## config.mk

```make
export PLATFORM = sky130hd
export DESIGN_NAME = sd_spi_master
export DESIGN_NICKNAME = d
export VERILOG_FILES = /design/src/rtl/sd_spi_master.sv
export SDC_FILE = /design/constraint.sdc
export NUM_CORES = 1
export LEC_CHECK = 0
export ABC_AREA = 1
export BUFFER_PORTS_ARGS = -buffer_cell sky130_fd_sc_hd__buf_2
export CAP_MARGIN = 10
export CELL_PAD_IN_SITES_DETAIL_PLACEMENT = 1
export CELL_PAD_IN_SITES_GLOBAL_PLACEMENT = 1
export CORE_MARGIN = 2
export CORE_UTILIZATION = 36
export DETAILED_ROUTE_END_ITERATION = 7
export PLACE_DENSITY_LB_ADDON = 0.15
export SYNTH_ARGS = -nofsm -noshare
export SYNTH_HDL_FRONTEND = slang
export SYNTH_SLANG_ARGS = --single-unit
```

## constraint.sdc

```tcl
create_clock -name clk -period 1.6 [get_ports clk]
set_input_delay 0.32 -clock clk [delete_from_list [all_inputs] [get_ports clk]]
set_output_delay 0.32 -clock clk [all_outputs]
set_load 0.01 [all_outputs]
```

## src/rtl/sd_spi_master.sv

```systemverilog
// sd_spi_master: byte-wide SPI mode-0 master for the SD card pins.
// One byte is shifted out MSB first on SD_MOSI while a byte is shifted in
// from SD_MISO. The SCK half-period is H = div+1 clk cycles and is latched
// when a transfer starts.
// Ports:
//   clk, reset          system clock; synchronous active-high reset
//   div                 SCK half-period minus one, latched at start
//   cs_assert           chip-select request, only followed while idle
//   start, tx_data      transfer request and byte to send (start & ready)
//   ready               idle, a start will be accepted
//   rx_data, rx_valid   received byte and its one-cycle update strobe
//   SD_SCK/MOSI/MISO/CS_N  SD card SPI pins
module sd_spi_master #(
  parameter int   DIV_W     = 8,
  parameter logic IDLE_MOSI = 1'b1
) (
  input  logic             clk,
  input  logic             reset,
  input  logic [DIV_W-1:0] div,
  input  logic             cs_assert,
  input  logic             start,
  input  logic [7:0]       tx_data,
  output logic             ready,
  output logic [7:0]       rx_data,
  output logic             rx_valid,
  output logic             SD_SCK,
  output logic             SD_MOSI,
  input  logic             SD_MISO,
  output logic             SD_CS_N
);

  typedef enum logic [1:0] {IDLE, LOW, HIGH, DONE} state_t;

  state_t           state, state_n;
  logic [DIV_W-1:0] hdiv, hdiv_n;   // latched div; half-period ends when cnt == hdiv
  logic [DIV_W-1:0] cnt, cnt_n;
  logic [2:0]       bit_cnt, bit_n;
  logic [7:0]       tx_sr, tx_n;
  logic [7:0]       rx_sr, rx_n;
  logic [7:0]       rxd_n;
  logic             sck_n, mosi_n, csn_n, rdy_n, rxv_n;
  logic             half_end;

  assign half_end = (cnt == hdiv);

  always_ff @(posedge clk) begin
    if (reset) begin
      state    <= IDLE;
      hdiv     <= '0;
      cnt      <= '0;
      bit_cnt  <= '0;
      tx_sr    <= '0;
      rx_sr    <= '0;
      rx_data  <= 8'h00;
      rx_valid <= 1'b0;
      ready    <= 1'b1;
      SD_SCK   <= 1'b0;
      SD_MOSI  <= IDLE_MOSI;
      SD_CS_N  <= 1'b1;
    end else begin
      state    <= state_n;
      hdiv     <= hdiv_n;
      cnt      <= cnt_n;
      bit_cnt  <= bit_n;
      tx_sr    <= tx_n;
      rx_sr    <= rx_n;
      rx_data  <= rxd_n;
      rx_valid <= rxv_n;
      ready    <= rdy_n;
      SD_SCK   <= sck_n;
      SD_MOSI  <= mosi_n;
      SD_CS_N  <= csn_n;
    end
  end

  always_comb begin
    state_n = state;
    hdiv_n  = hdiv;
    cnt_n   = cnt;
    bit_n   = bit_cnt;
    tx_n    = tx_sr;
    rx_n    = rx_sr;
    rxd_n   = rx_data;
    rxv_n   = 1'b0;
    rdy_n   = ready;
    sck_n   = SD_SCK;
    mosi_n  = SD_MOSI;
    csn_n   = SD_CS_N;
    case (state)
      // DONE behaves as IDLE for acceptance so bytes can run back to back;
      // chip select only follows cs_assert here, never mid-byte.
      IDLE, DONE: begin
        state_n = IDLE;
        csn_n   = ~cs_assert;
        sck_n   = 1'b0;
        mosi_n  = IDLE_MOSI;
        rdy_n   = 1'b1;
        if (start) begin
          state_n = LOW;
          tx_n    = tx_data;
          hdiv_n  = div;
          cnt_n   = '0;
          bit_n   = '0;
          mosi_n  = tx_data[7];
          rdy_n   = 1'b0;
        end
      end
      LOW: begin
        if (half_end) begin
          cnt_n   = '0;
          sck_n   = 1'b1;
          state_n = HIGH;
        end else begin
          cnt_n = cnt + 1'b1;
        end
      end
      HIGH: begin
        if (half_end) begin
          // MISO sampled at the end of the high phase, just before SCK falls.
          cnt_n = '0;
          sck_n = 1'b0;
          rx_n  = {rx_sr[6:0], SD_MISO};
          if (bit_cnt == 3'd7) begin
            state_n = DONE;
            rxd_n   = rx_n;
            rxv_n   = 1'b1;
            rdy_n   = 1'b1;
            mosi_n  = IDLE_MOSI;
          end else begin
            bit_n   = bit_cnt + 3'd1;
            tx_n    = {tx_sr[6:0], 1'b0};
            mosi_n  = tx_sr[6];
            state_n = LOW;
          end
        end else begin
          cnt_n = cnt + 1'b1;
        end
      end
      default: state_n = IDLE;
    endcase
  end

endmodule
```

==> impl_metrics.ini <==
[worst_setup_path]
end_kind = register
critical_path_class = register to register
cp.arrival_ns = 1.68
cp-start-kind = register
path_max_fanout = 6
worstPathRequired_ns = 1.80

[grt]
first_global_vias = 2044
grt-ovfl-total = 0
grt_max_degree = 17
grt_usage = 0.177
grt_pass1_wl_um = 9050
antenna_found_initial = 0

[logic_synthesis]
synth_top_cell_by_area = dfxtp_1
synth_warnings = 0
synth_top_area_share = 0.442
synth_compound_area_frac = 0.145
syn_avg_cell_area_um2 = 7.10
syn_area_um2 = 2170
synthAdderAreaFrac = 0.0288
synthesis.nets = 332
synthDistinctLibCells = 22
synth.area.mux_share = 0
synth_xor_xnor_area_share = 0.0242
synthTopCellsByArea = dfxtp_1 (44%), nand2_1 (12%), o21ai_0 (6.9%), nor2_1 (6.7%), a21oi_1 (6.0%)
yosys.area_share.simple = 0.276
synth_seq_cells = 48
synth_top_family_by_area = simple AND/OR/NAND/NOR gates
seq_area_frac_synth = 0.442
syn_inst = 306

[clock_tree]
cts_tree = done
clk_path_buf_depth = 2
cts.hold.buffers_added = 0
clock_sinks = 48
clockRootBuffer = clkbuf_8
h-tree-depth = 2
path_clk_slew_ns = 0.09
clock_latency_ns = 0.31
cts_made_buffers = 5

[sta]
hold_viol = 0
maxSlewViolCount = 0
tns_ns = 0
tightest_slew_ns = 0.238
setup_violations = 0
rsz0062_at_grt = yes
slew_headroom = 0.841
skew_ns = 0.00447
timing.fmax_mhz = 675
finalCritPeriodShare = 0.926
layout_min_cycle_time_ns = 1.48
setup_slack_ns = 0.119

[power]
p_total_mw = 4.56
power_density_nw_per_um2 = 1710
ir_drop_mv = 0.876
p_leak_nw = 1.19

[floorplanning]
die_h_um = 81.7
core-area_um2 = 5890
io_pins = 34
initial_utilization = 0.369
die_w_um = 81.7
fp-row-count = 28
die-area_um2 = 6670

[detailed_routing]
drt_wl_total_um = 5460
drt_pass1_iterations = 4
drtAntennaViolNets = 0
wl_per_cell_um = 12.7
viasPerCell = 4.79
num_vias = 2048
drtIter0Drc = 93
drcViolationCount = 0

[layout]
final.fill_count = 776
nNetsFinal = 378
drive_gt1_frac = 0.204
layout_commonest_cell = nand2_1
area_delta_synth_final_pct = 22.6
diodes = 0
fin_util = 0.452
layout_common_cells = nand2_1 (69), dfxtp_1 (46), nor2_1 (39)

[run]
max-cap-violations = 0

[worst_hold_path]
hold_path.class = input pin to register

[placed_design]
dpl.hpwl_um = 4030
port_buffers = 33
place_congestion = 0.742
dpl_worst_slack_ns = -0.0329

[outcome]
status = complete, no violations
==> flip-flops by register name, summed over array words and instances (netlist names) <==
name and flops:
tx_sr 7, rx_valid 1, cnt 8, hdiv 8
SD_CS_N 1, rx_sr 7, SD_MOSI 1, rx_data 8
bit_cnt 3, ready 1, state 2, SD_SCK 1
==> report_power, final <==
| part | switching, mW | internal, mW |
|---|---|---|
| Sequential | 0.143 | 1.45 |
| Combinational | 1.28 | 0.791 |
| Clock | 0.436 | 0.471 |
==> kinds of logic (layout without fill, tap and decap cells) <==
group / after synthesis / count (layout)
flip-flops: 48 / 48
AND/OR/NAND/NOR: 140 / 140
buffers and inverters: 46 / 93
XOR/XNOR: 6 / 6
AO/OA/AOI/OAI: 61 / 61
adder cells (fa/ha/maj): 5 / 5
==> critical path, cell delays in order (launching register included) <==
cell     delay, ns
dfxtp_1       0.39
inv_1         0.09
ha_4          0.31
inv_2         0.06
nor2_4        0.11
a21oi_4       0.06
buf_4         0.15
a21oi_1       0.14
nor2_1        0.07
==> area by class of cell <==
cell class                      count  area, µm²  share of cell area
Inverter                           36        135              0.0508
Clock buffer                        5       68.8              0.0258
Tap cell                           75       93.8              0.0352
Multi-Input combinational cell    212       1070               0.401
Clock inverter                      3       47.5              0.0179
Timing Repair Buffer               49        285               0.107
Sequential cell                    48        963               0.362
==> final timing paths <==
| path | start | end | slack [ns] | cells after the start |
|---|---|---|---|---|
| max | state[0]$_SDFFE_PP0P_ | bit_cnt[2]$_SDFFE_PP0P_ | 0.12 | 8 |
| min | cs_assert | SD_CS_N$_SDFFE_PP1N_ | 0.19 | 2 |
| min reg2reg | SD_SCK$_SDFFE_PP0P_ | SD_SCK$_SDFFE_PP0P_ | 0.47 | 2 |
| max reg2reg | state[0]$_SDFFE_PP0P_ | bit_cnt[2]$_SDFFE_PP0P_ | 0.12 | 8 |
==> timing repair <==
action,in CTS,in global routing
pin swaps,0,0
buffers inserted,2,0
resized for setup,0,10
endpoints found under the setup margin,7,31
==> per-stage QoR <==
| stage | hold slack (ns) | std cells | area [µm²] |
|---|---|---|---|
| 3_3_place_gp | 0.449 | 418 | 2500 |
| 3_5_place_dp | 0.462 | 418 | 2500 |
| 5_1_grt | 0.183 | 428 | 2660 |
| 2_1_floorplan | 0.420 | 306 | 2180 |
| 4_1_cts | 0.190 | 428 | 2630 |
| 6_report | 0.193 | 428 | 2660 |
==> per-layer routing <==
metal,track usage,vias up,share of wire
li1,-,1066,-
met1,0.217,955,0.47
met2,0.312,19,0.49
met3,0.0363,8,0.023
met4,0.0500,0,0.014
met5,0,-,0
==> Yosys cell counts <==
cell type	number
a21oi_2	1
nand3_1	20
nor2_2	4
nand2_1	70
dfxtp_1	48
ha_1	5
nand4_1	4
a21oi_1	26
inv_1	34
o21ai_0	30
xor2_1	1
buf_2	2
nand2_4	2
xnor2_1	5
o211ai_1	1
nand3_4	1
clkbuf_1	7
inv_2	2
o21ai_1	2
nor2_1	39
buf_6	1
o21bai_1	1
No activity file was read; power rests on OpenSTA's default activity.
